### src/rtl/spu_pkg.sv
// Shared constants and the in-flight result entry for the SPU writeback pipe.
package spu_pkg;

    localparam int unsigned REG_W   = 128;
    localparam int unsigned ADDR_W  = 7;
    localparam int unsigned MAX_LAT = 7;
    localparam int unsigned LAT_W   = 3;
    localparam int unsigned NUM_SRC = 6;

    typedef struct packed {
        logic              valid;
        logic              we;
        logic [ADDR_W-1:0] rt;
        logic [REG_W-1:0]  data;
    } wb_entry_t;

endpackage

### src/rtl/spu_wb_lane.sv
// One issue lane: latency slot shift register, issue insertion, slot-conflict
// detection and per-source pending-write flags.
module spu_wb_lane
    import spu_pkg::*;
(
    input  logic              clk,
    input  logic              reset,
    input  logic              flush,
    input  logic              inValid,
    input  logic              inWe,
    input  logic [ADDR_W-1:0] inRt,
    input  logic [LAT_W-1:0]  inLat,
    input  logic [REG_W-1:0]  inData,
    input  logic [ADDR_W-1:0] srcAddr [0:NUM_SRC-1],
    output logic [NUM_SRC-1:0] busy,
    output logic              conflict,
    output logic              wbValid,
    output logic              wbWe,
    output logic [ADDR_W-1:0] wbRt,
    output logic [REG_W-1:0]  wbData
);

    wb_entry_t slot [MAX_LAT];
    logic      latOk;
    logic      slotTaken;
    logic      accept;

    // Slot s[L] shifts into s[L-1] at the edge, so it must be free for insertion.
    always_comb begin
        latOk     = 1'b0;
        slotTaken = 1'b0;
        for (int unsigned i = 1; i <= MAX_LAT; i++) begin
            if (32'(inLat) == i) latOk = 1'b1;
        end
        for (int unsigned i = 1; i < MAX_LAT; i++) begin
            if (32'(inLat) == i && slot[i].valid) slotTaken = 1'b1;
        end
        conflict = inValid && !reset && !flush && (!latOk || slotTaken);
        accept   = inValid && !reset && !flush && !conflict;
    end

    always_ff @(posedge clk) begin
        if (reset || flush) begin
            for (int unsigned i = 0; i < MAX_LAT; i++) slot[i] <= '0;
        end else begin
            for (int unsigned i = 0; i < MAX_LAT - 1; i++) slot[i] <= slot[i+1];
            slot[MAX_LAT-1] <= '0;
            for (int unsigned i = 0; i < MAX_LAT; i++) begin
                if (accept && 32'(inLat) == i + 1)
                    slot[i] <= '{valid: 1'b1, we: inWe, rt: inRt, data: inData};
            end
        end
    end

    always_comb begin
        busy = '0;
        for (int unsigned s = 0; s < NUM_SRC; s++) begin
            for (int unsigned i = 0; i < MAX_LAT; i++) begin
                if (slot[i].valid && slot[i].we && slot[i].rt == srcAddr[s]) busy[s] = 1'b1;
            end
        end
    end

    assign wbValid = slot[0].valid;
    assign wbWe    = slot[0].we;
    assign wbRt    = slot[0].rt;
    assign wbData  = slot[0].data;

endmodule

### src/rtl/spu_writeback_pipe.sv
// Dual-issue SPU register file writer: two latency lanes, same-target
// collision suppression (lane 2 wins) and combined source hazard flags.
module spu_writeback_pipe
    import spu_pkg::*;
(
    input  logic              clk,
    input  logic              reset,
    input  logic              in_valid1,
    input  logic              in_valid2,
    input  logic              in_we1,
    input  logic              in_we2,
    input  logic [ADDR_W-1:0] in_rt1,
    input  logic [ADDR_W-1:0] in_rt2,
    input  logic [LAT_W-1:0]  in_lat1,
    input  logic [LAT_W-1:0]  in_lat2,
    input  logic [REG_W-1:0]  in_data1,
    input  logic [REG_W-1:0]  in_data2,
    input  logic              flush,
    input  logic [ADDR_W-1:0] src_addr [0:NUM_SRC-1],
    output logic [NUM_SRC-1:0] src_busy,
    output logic              conflict1,
    output logic              conflict2,
    output logic [ADDR_W-1:0] readRegisterRT_WB1,
    output logic [ADDR_W-1:0] readRegisterRT_WB2,
    output logic [REG_W-1:0]  writeData_WB1,
    output logic [REG_W-1:0]  writeData_WB2,
    output logic              regWriteEnable_WB1,
    output logic              regWriteEnable_WB2
);

    logic [NUM_SRC-1:0] busy1, busy2;
    logic               wbValid1, wbValid2, wbWe1, wbWe2;
    logic               wrEn1, wrEn2;

    spu_wb_lane lane1 (
        .clk(clk), .reset(reset), .flush(flush),
        .inValid(in_valid1), .inWe(in_we1), .inRt(in_rt1), .inLat(in_lat1), .inData(in_data1),
        .srcAddr(src_addr), .busy(busy1), .conflict(conflict1),
        .wbValid(wbValid1), .wbWe(wbWe1), .wbRt(readRegisterRT_WB1), .wbData(writeData_WB1)
    );

    spu_wb_lane lane2 (
        .clk(clk), .reset(reset), .flush(flush),
        .inValid(in_valid2), .inWe(in_we2), .inRt(in_rt2), .inLat(in_lat2), .inData(in_data2),
        .srcAddr(src_addr), .busy(busy2), .conflict(conflict2),
        .wbValid(wbValid2), .wbWe(wbWe2), .wbRt(readRegisterRT_WB2), .wbData(writeData_WB2)
    );

    assign wrEn1 = wbValid1 && wbWe1;
    assign wrEn2 = wbValid2 && wbWe2;

    // Lane 2 holds the younger instruction, so its write to a shared target survives.
    assign regWriteEnable_WB1 = wrEn1 && !(wrEn2 && readRegisterRT_WB1 == readRegisterRT_WB2);
    assign regWriteEnable_WB2 = wrEn2;
    assign src_busy           = busy1 | busy2;

endmodule

### config.mk
export PLATFORM = sky130hd
export DESIGN_NAME = spu_writeback_pipe
export DESIGN_NICKNAME = d
export VERILOG_FILES = /design/src/rtl/spu_pkg.sv /design/src/rtl/spu_wb_lane.sv /design/src/rtl/spu_writeback_pipe.sv
export SDC_FILE = /design/constraint.sdc
export NUM_CORES = 2
export LEC_CHECK = 0
export ABC_AREA = 1
export CAP_MARGIN = 30
export CORE_ASPECT_RATIO = 1.2
export CORE_MARGIN = 5
export CORE_UTILIZATION = 45
export CTS_BUF_LIST = sky130_fd_sc_hd__clkbuf_8
export CTS_CLUSTER_SIZE = 24
export DETAILED_ROUTE_END_ITERATION = 16
export GPL_ROUTABILITY_DRIVEN = 0
export MAX_ROUTING_LAYER = met4
export PLACE_DENSITY = 0.66
export SETUP_SLACK_MARGIN = 0.2
export SLEW_MARGIN = 20
export SYNTH_ARGS = -nofsm -noshare
export SYNTH_HDL_FRONTEND = slang
export SYNTH_SLANG_ARGS = --single-unit
### constraint.sdc
create_clock -name clk -period 2.2 [get_ports clk]
set_clock_uncertainty 0.2 [all_clocks]
set_input_delay 0.44 -clock clk [delete_from_list [all_inputs] [get_ports clk]]
set_output_delay 0.44 -clock clk [all_outputs]
set_load 0.03 [all_outputs]
==> results.ini <==
[logic_synthesis]
yosys-top-cells-count = nand2_1, nor2_1, edfxtp_1
synth_top_cell_by_area = edfxtp_1
netlist_area_um2 = 96800
yosysWarnings = 0
yosysSeqAreaShare = 0.566
synthArstFlopShare = 0
synth_edf_count = 1642
syn_area_per_cell_um2 = 7.95
synth.distinct_cells = 26
yosysTopAreaCellShare = 0.509
ys.flop_type = edfxtp_1
synthTopCellsByArea = edfxtp_1, nand2_1, nor2_1
syn_inst = 12200
ys_ff_latch = 1918
yosys.cell_count.top_type = nand2_1

[setup_path]
cp.required_ps = 1560
crit_type = reg -> out
path_max_fanout = 6
r2r_setup_slack_ps = -860
end_kind = primary output
critPathLaunchType = flip-flop
crit_arrival_ps = 2860

[sta]
setup_violations = 1734
holdWs_ps = 104
min_period_ps = 3500
fmax_mhz = 285
setup_tns_ps = -575340
hold_viol = 0
slew_headroom = 0.518
period_share = 1.59
rsz0062_at_grt = true
drv_slew = 0
worstMarginPinSlew_ps = 723
setup_ws_ps = -1300

[outcome]
status = finished, violations left
violations = setup timing

[routing]
post_drt_wl_per_cell_um = 18.6
drtPass1Iterations = 9
vias = 91400
drc = 0
ant_nets = 0
drt-initial-drc-count = 10400
vias_per_cell = 4.92
wl_mm = 344

[cells_and_area]
num-fill-cells = 18400
register_area_um2 = 54800
area_growth_pct = 38.3
multi_input_area_um2 = 39800
final_layout_size_suffix_gt1_frac = 0.149
final_cell_area_um2 = 134000
nNetsFinal = 15800

[power_and_ir_drop]
p_per_area_nw_per_um2 = 626
power.total_uw = 83800
seqPwrFrac = 0.499
p_switching_uw = 22300
clkPwrFrac = 0.366
p_sw_frac = 0.266
vdd_drop_max_v = 0.000702
p_leak_uw = 0.0657
internal_power_uw = 61500
share_comb_of_total_power = 0.135

[clock_tree]
cts.sinks = 1918
clk_latency_ps = 1060
cts_made_buffers = 332
clkTransAtPathRegs_ps = 60
ctsRootBufferMaster = clkbuf_8
cts_buffer_depth = 4
cts_tree = done
ctsHtreeMaxLevel = 5

[floorplan]
die_w_um = 433
ios = 605
rows = 186
initial_core_util = 0.452
fp.dieH_um = 518
dieArea_um2 = 225000
core_area_um2 = 214000

[placed_design]
hpwl_mm = 227
place_ws_ps = -1000
port_buffers = 604
placed_area_um2 = 120000

[global_route]
grt_pass1_wl_mm = 497
grt_max_degree = 110
grt-ovfl-total = 0
antenna_found_initial = 26
track_usage = 0.295
grt_pass1_vias = 84600

[flow_run]
drv_cap = 0

[hold_path]
hp-class = in -> reg

-- final timing paths --
check	cells past startpoint	endpoint	start
min	4	lane1.slot[5][38]	in_data1[38]
min reg2reg	2	lane1.slot[5][117]	lane1.slot[6][117]
max reg2reg	19	lane1.slot[1][15]	lane1.slot[1][136]
max	10	src_busy[1]	lane1.slot[0][131]
-- cells by family after synthesis --
kind of cell | count (synthesis) | share of synthesized area
and+or+nand+nor | 7173 | 0.301
buffers and inverters | 2444 | 0.0987
DFF | 1918 | 0.566
AOI/OAI and AO/OA | 622 | 0.0324
xor gates and xnor gates | 18 | 0.00163
other | 1 | 0.0000387
-- flip-flops by register name (all words and copies together) (netlist names) --
register	flops
lane1.slot	959
lane2.slot	959
-- metrics by stage --
step                      std cells   util
final                         18600  0.625
after global routing          18600  0.625
after CTS                     18400  0.610
after detailed placement      17500  0.562
after global placement        17500  0.562
after floorplan               13800      -
-- cells in the final DEF, fill, tap and decap left out, types with 21 or more instances in the layout --
cell type        netlist  layout
clkinv_2               0      22
conb_1                 1    1642
dlygate4sd3_1          0     233
buf_6                  1     336
inv_2                  7      91
buf_12                 0     241
nor2_4                 3      29
buf_4                 20     878
clkinv_1               9      43
a21oi_1               26      24
diode_2                0      26
nand2_4                0      36
o21ai_1              217     244
nand3_1              848     810
buf_16                 0      28
nand2_1             3874    3755
o21ai_0              368     338
clkdlybuf4s50_1        0     324
dfxtp_1              276     268
nand2_2                0      83
edfxtp_1            1642    1642
nand4_1              431     431
clkbuf_16              0      51
nand3_2                0      21
nor2_2                 0      57
inv_1               1616    1662
nor2_1              2000    1917
clkbuf_8               0     372
-- layout make-up --
| class | count | share of cell area |
|---|---|---|
| repair buffers | 2117 | 0.174 |
| clock inverters | 219 | 0.00740 |
| repair inverters | 1 | 0.000150 |
| inverters | 1632 | 0.0466 |
| multi-input cells | 9455 | 0.297 |
| flip-flops and latches | 1918 | 0.410 |
| clock buffers | 372 | 0.0382 |
| diodes | 26 | 0.000486 |
| well taps | 2820 | 0.0264 |
-- critical path, stage by stage (launching register included) --
cell and delay [ps]:
edfxtp_1 520, inv_4 100, buf_4 150, buf_4 120, o21ai_0 180, nor2_1 90, nand3_1 90, nand2_1 120
nor2_2 150, nand2_2 120, buf_12 160
-- routing by layer --
layer | GRT usage | wire (um)
met5 | - | 0
met3 | 0.0668 | 35900
met2 | 0.455 | 156000
met1 | 0.365 | 131000
met4 | 0.147 | 21800
-- power groups by stage --
stage | combinational, uW | clock (uW) | sequential [uW]
final | 11300 | 30700 | 41800
after floorplan | 4370 | 0 | 42800
after CTS | 10300 | 31300 | 41800
after detailed placement | 9450 | 0 | 42500
after global routing | 12100 | 33100 | 41900
after global placement | 9420 | 0 | 42400
-- what timing repair did --
item,4_1_cts,5_1_grt
gates cloned,18,68
pin swaps,41,132
hold buffers,233,0
endpoints found under the hold margin,929,0
setup buffers,40,58
endpoints found under the setup margin,2184,2198
resized for setup,2017,380
Note: power is estimated with default switching activity, not from simulation.
